### src/rtl/mux_rr_arbiter.sv
// Round-robin arbiter steering four requesters onto a shared 4:1 mux with registered outputs.
// Optional forced rotation after MAX_HOLD cycles: define MUX_ARB_TIMEOUT_EN.
module mux_rr_arbiter #(
   parameter int MAX_HOLD = 4,
   parameter int DW       = 2
) (
   input  logic          clk,
   input  logic          rst_n,
   input  logic [3:0]    req,
   input  logic [DW-1:0] in_a,
   input  logic [DW-1:0] in_b,
   input  logic [DW-1:0] in_c,
   input  logic [DW-1:0] in_d,
   output logic [1:0]    sel,
   output logic [3:0]    grant,
   output logic [DW-1:0] out_x,
   output logic          out_vld
);

   typedef enum logic {IDLE = 1'b0, GRANT = 1'b1} state_t;

   state_t        state;
   logic [1:0]    last_ptr;
   logic [DW-1:0] words [4];
   logic [1:0]    pick_last;
   logic [1:0]    pick_sel;
   logic          others;

   if (MAX_HOLD < 1 || MAX_HOLD > 255) begin : g_max_hold_range
      $error("MAX_HOLD must be within 1..255");
   end

   assign words[0] = in_a;
   assign words[1] = in_b;
   assign words[2] = in_c;
   assign words[3] = in_d;

   // First requester found scanning ptr+1 .. ptr+4 (mod 4).
   function automatic logic [1:0] pick(input logic [3:0] r, input logic [1:0] ptr);
      logic [1:0] idx;
      logic [1:0] win;
      logic       found;
      win   = ptr;
      found = 1'b0;
      for (int k = 1; k <= 4; k++) begin
         idx = ptr + 2'(k);
         if (!found && r[idx]) begin
            win   = idx;
            found = 1'b1;
         end
      end
      return win;
   endfunction

   assign pick_last = pick(req, last_ptr);
   assign pick_sel  = pick(req, sel);
   assign others    = |(req & ~(4'b0001 << sel));

`ifdef MUX_ARB_TIMEOUT_EN
   localparam logic [7:0] HOLD_TOP = 8'(MAX_HOLD - 1);
   logic [7:0] hold_cnt;
`endif

   always_ff @(posedge clk) begin
      if (!rst_n) begin
         state    <= IDLE;
         grant    <= '0;
         sel      <= '0;
         out_x    <= '0;
         out_vld  <= 1'b0;
         last_ptr <= 2'd3;
`ifdef MUX_ARB_TIMEOUT_EN
         hold_cnt <= '0;
`endif
      end else begin
         out_vld <= (state == GRANT) && req[sel];
         // Only an owner's word is captured, so out_x holds while idle.
         if (state == GRANT) begin
            out_x <= words[sel];
         end

         if (state == IDLE) begin
            if (|req) begin
               state <= GRANT;
               sel   <= pick_last;
               grant <= 4'b0001 << pick_last;
`ifdef MUX_ARB_TIMEOUT_EN
               hold_cnt <= '0;
`endif
            end
         end else begin
            if (!req[sel]) begin
               // Release: req[sel] is low, so the pointer scan skips the old owner.
               last_ptr <= sel;
               if (|req) begin
                  sel   <= pick_sel;
                  grant <= 4'b0001 << pick_sel;
`ifdef MUX_ARB_TIMEOUT_EN
                  hold_cnt <= '0;
`endif
               end else begin
                  state <= IDLE;
                  grant <= '0;
               end
            end
`ifdef MUX_ARB_TIMEOUT_EN
            else if (hold_cnt == HOLD_TOP && others) begin
               last_ptr <= sel;
               sel      <= pick_sel;
               grant    <= 4'b0001 << pick_sel;
               hold_cnt <= '0;
            end else if (hold_cnt != HOLD_TOP) begin
               hold_cnt <= hold_cnt + 8'd1;
            end
`endif
         end
      end
   end

endmodule

### config.mk
export PLATFORM = sky130hd
export DESIGN_NAME = mux_rr_arbiter
export DESIGN_NICKNAME = d
export VERILOG_FILES = /design/src/rtl/mux_rr_arbiter.sv
export SDC_FILE = /design/constraint.sdc
export NUM_CORES = 1
export LEC_CHECK = 0
export CORE_UTILIZATION = 48
export CTS_CLUSTER_DIAMETER = 50
export DETAILED_ROUTE_END_ITERATION = 10
export PLACE_DENSITY = 0.79
export SETUP_SLACK_MARGIN = 0.02
export SYNTH_ARGS = -nofsm -noshare
export SYNTH_HDL_FRONTEND = slang
export SYNTH_SLANG_ARGS = --single-unit
### constraint.sdc
create_clock -name clk -period 3.3 [get_ports clk]
set_clock_uncertainty 0.2 [all_clocks]
set_input_delay 0.66 -clock clk [delete_from_list [all_inputs] [get_ports clk]]
set_output_delay 0.66 -clock clk [all_outputs]
set_load 0.01 [all_outputs]
Yosys cells after proc, flatten, opt, wreduce, memory -nomap -nowiden
Index checks and enable logic that the tools add are counted.

Register bits after elaboration: 12. Input bits: 14. Word-level logic and storage cells: 89.

Add/sub/neg operators: 6. Magnitude comparators: 9. Eq/ne operators: 1. Shift-type cells: 2. Multiplexer cells: 44. Bitwise operators: 2. Reduce and logical (&&, ||, !) cells: 19.

Operators with widths (count): 2-bit 2-to-1 mux (14); 2-bit by 3-bit less-than comparator with 1-bit output (second input constant) (8); 1-bit 2-to-1 mux (17); 1-bit binary-select mux with 2-bit select (8); 4-bit 2-to-1 mux (4); 2-bit adder (second input constant) (4); 1-bit by 2-bit left shift with 4-bit output (first input constant) (2); 1-bit logical AND (7); 1-bit zero test (6); 2-bit by 1-bit adder with 2-bit output (second input constant) (2); 2-bit binary-select mux with 2-bit select (1); 2-bit AND reduction (2); 2-bit nonzero test (2); 4-bit OR reduction (1); 3-bit >= comparator (second input constant) (1); 2-bit inverter with 3-bit output (1); 3-bit AND reduction (1); 2-bit inequality test (second input constant) (1); 1-bit inverter (1).

Depth between registers and ports, before layout
Depth in word-level cells: 17. Depth in mapped cells: 6. Mapped depth without buffers: 5.

Worst setup path after synthesis
No wires, ideal clock.

Path type: input-to-reg. Start: input port req[3]. End: register grant[0]. Setup time: 0.074 ns. Arrival: 1.735 ns. Slack: 1.291 ns. Stages: 5. Buffers on the path: 0. Path through: nor2b_4 > o21bai_1 > a221o_1 > or3_1 > a31oi_1.

Cells in the longest elaborated chain, start to end: 16. Elaborated cells between the ends (all ways): 52.

RTL lines: start, declared (line 9) `input logic [3:0] req,`; 1-bit binary-select mux with 2-bit select (line 47) `if (!found && r[idx]) begin`; 1-bit 2-to-1 mux (implied by the code) (line 47); 1-bit 2-to-1 mux (line 47); 1-bit zero test (line 47); 1-bit logical AND (line 47); 1-bit 2-to-1 mux (line 47); 1-bit zero test (line 47); 1-bit logical AND (line 47); 1-bit 2-to-1 mux (line 47); 1-bit zero test (line 47); 1-bit logical AND (line 47); 2-bit 2-to-1 mux (line 47); 1-bit by 2-bit left shift with 4-bit output (line 97) `grant <= 4'b0001 << pick_sel;`; 4-bit 2-to-1 mux (line 95) `if (|req) begin`; 4-bit 2-to-1 mux (line 92) `if (!req[sel]) begin`; 4-bit 2-to-1 mux (line 82) `if (state == IDLE) begin`; end signal, assigned (line 86) `grant <= 4'b0001 << pick_last;`; end signal, assigned (line 97); end, declared (line 15) `output logic [3:0] grant,`.

Several ways; a longest one is shown, not always the timed one. The select of a mux whose other input is x is not followed. A chain may end at the register's enable or synchronous reset.

Final worst setup path
Ends and elaborated chain as after synthesis.

==> flow_summary_export.csv <==
group,metric,value,unit
placement,gp_congestion,0.840,
global_routing,grt_pass1_vias,710,
synth,yosysSeqAreaShare,32.2,%
flow_run,maxCapViolCount,0,
global_routing,grt_max_degree,12,
status,outcome,"completed",
synth,syn_area_per_cell,8.59,µm²
synth,yosysUniqueCellTypes,28,
timing,fin_crit_sh,75.3,%
setup_path,r2r_cells,5,
power_and_ir_drop,p_per_area,437,nW/µm²
cts,clk_pin_slew,0.07,ns
synth,ys_ff_latch,12,
synth,synth_top_area_cell,"dfxtp_1",
routing,ant_nets,0,
timing,hold_viol_final,0,
min_path,holdCritStartpoint,"out_x[1]$_SDFFE_PN0P_",
finish,postLayoutCellArea,986,µm²
min_path,whs_path_depth,2,
timing,slew_violations,0,
setup_path,crit_chain,"clkdlybuf4s50_1 -> nor2b_4 -> o21bai_1 -> a221o_1 -> or3_1 -> a31oi_1",
floorplanning,die_w,41.5,µm
routing,routed_wirelength,1.79,mm
floorplanning,dieHeight,41.5,µm
routing,first_iter_violations,11,
timing,period_needed,2.49,ns
routing,drtPass1Iterations,4,
cts,hold_buffers,0,
finish,fin_util,72.2,%
setup_path,slowest_delay,0.54,ns
timing,max-slew-margin-rel,57.4,%
cts,cts_root_buf,"clkbuf_4",
routing,via_per_inst,6.25,
setup_path,rrSetupSlack,1.16,ns
finish,diodes,0,
synth,syn_nets,101,
timing,max_freq,402,MHz
global_routing,overflow,0,
cts,clock_latency,0.27,ns
synth,yosys-top-cells-area,"dfxtp_1, o21ai_0, mux4_1, mux2i_1, a31oi_1",
global_routing,grt_pass1_wl,3.03,mm
synth,synth_top_area_share,32.2,%
cts,cts.path.max_buffers,2,
finish,drive_above_1_share,6.42,%
finish,area_delta_synth_final,32.0,%
timing,finalSetupViolCount,0,
setup_path,rr_endpoint,"grant[0]$_SDFFE_PN0P_",
timing,holdWs,0.311,ns
timing,worst_pin_slew,0.632,ns
floorplanning,dieArea,1720,µm²
power_and_ir_drop,ir_drop,196,µV
placement,numPortBuffers,22,
routing,vias,775,
power_and_ir_drop,p_total,0.430,mW
cts,cts_setup_buffers,0,
routing,drc,0,
cts,cts.sinks,12,
synth,ys_warn_count,0,
timing,fin_ws,0.814,ns
global_routing,antenna_found_initial,0,
placement,postPlaceCellArea,963,µm²
routing,detail_route.wl_per_cell,14.5,µm
setup_path,critical_path.slowest_cell,"clkdlybuf4s50_1",
setup_path,cp.arrival,2.48,ns
power_and_ir_drop,p_leak,0.387,nW
finish,num-nets-final,125,
cts,h-tree-depth,1,
setup_path,r2r_start,"sel[0]$_SDFFE_PN0P_",
min_path,hold_path.class,"reg2reg",
floorplanning,ios,23,
placement,dp_slack,0.568,ns
timing,fin_tns_setup,0,ns
placement,dp_cells,121,
global_routing,gr-usage-all-layers,23.1,%
floorplanning,start_util,54.7,%
finish,final_cell_count_no_fill,124,
cts,cts_inserted_buffers,3,
setup_path,cp.required,3.30,ns
placement,dp_hpwl,1.33,mm
cts,cts_resized,0,
timing,rsz0062_at_grt,"false",
floorplanning,placement_rows,13,
synth,syn_inst,87,
setup_path,critPathKind,"in2reg",
setup_path,start_kind,"input port",
setup_path,endpoint_kind,"register",
setup_path,cp_max_fo,9,
synth,netlist_area,747,µm²
cts,tritoncts,"built",
floorplanning,core,1370,µm²
min_path,hold_path_end,"out_x[1]$_SDFFE_PN0P_",
[worst max-delay path: cells and delay by family]
family	cells	cell delay (ns)
AO/OA/AOI/OAI	3	0.70
AND/OR/NAND/NOR	2	0.59
buffers and inverters	1	0.54
[routing by layer]
metal  track usage [%]  vias to the layer above  routed length, µm
li1                  -                      364                  -
met5                 0                        -                  0
met1              27.5                      365                740
met2              36.6                       39                890
met3              6.52                        7                109
met4              14.2                        0                 53
[report_power, final]
part           switching (mW)  internal (mW)
Combinational          0.0673         0.0874
Sequential             0.0238          0.164
Clock                  0.0461         0.0423
[sequential cells by signal, indices dropped and copies added, names as in the netlist]
signal,flops
out_x,2
state,1
grant,4
out_vld,1
last_ptr,2
sel,2
[cell families (layout without fill, tap and decap cells)]
logic type,after synthesis,count (layout),share of synthesized area [%]
AOI/OAI and AO/OA,29,29,24.3
DFF,12,12,32.2
buffers and inverters,8,30,5.53
and+or+nand+nor,31,31,22.6
muxes,7,7,15.4
[worst max-delay path by stage]
stage,slack (ns),start,to
after CTS,0.84,req[3],grant[0]$_SDFFE_PN0P_
final,0.81,req[3],grant[0]$_SDFFE_PN0P_
after floorplan,1.29,req[3],grant[0]$_SDFFE_PN0P_
after global routing,0.76,req[3],grant[1]$_SDFFE_PN0P_
after global placement,0.64,req[3],grant[0]$_SDFFE_PN0P_
after detailed placement,0.57,req[3],grant[0]$_SDFFE_PN0P_
[cells in the final DEF, fill, tap and decap left out, drive strengths merged, types with 2 or more instances in the layout]
cell type and n:
clkbuf 3, dfxtp 12, a21oi 6, nand2b 6
nand2 9, nor2 7, o21ai 11, a31oi 6
clkdlybuf4s50 22, or3b 2, mux4 3, inv 5
mux2i 4
[cells in the mapped netlist]
library cell and instances:
nand4_1 1, inv_1 5, or2b_1 1, o21a_4 1
mux2i_1 4, nor4_1 1, o21bai_1 1, a31oi_1 6
or3_1 1, o31a_1 1, a221o_1 1, buf_2 1
a2bb2oi_1 1, o21ai_0 11, clkbuf_1 1, mux4_1 2
clkbuf_8 1, a21oi_1 6, mux4_2 1, and2_4 1
nor3_1 1, or3b_1 2, a32oi_1 1, dfxtp_1 12
nand2b_1 6, nor2_1 7, nand2_1 9, nor2b_4 1
[area by class of cell]
class,count,area [µm²]
flip-flops and latches,12,240
multi-input cells,67,465
inverters,5,18.8
well taps,15,18.8
repair buffers,22,220
clock buffers,3,22.5
fillers,116,380
Power figures use the tool's default switching activity.
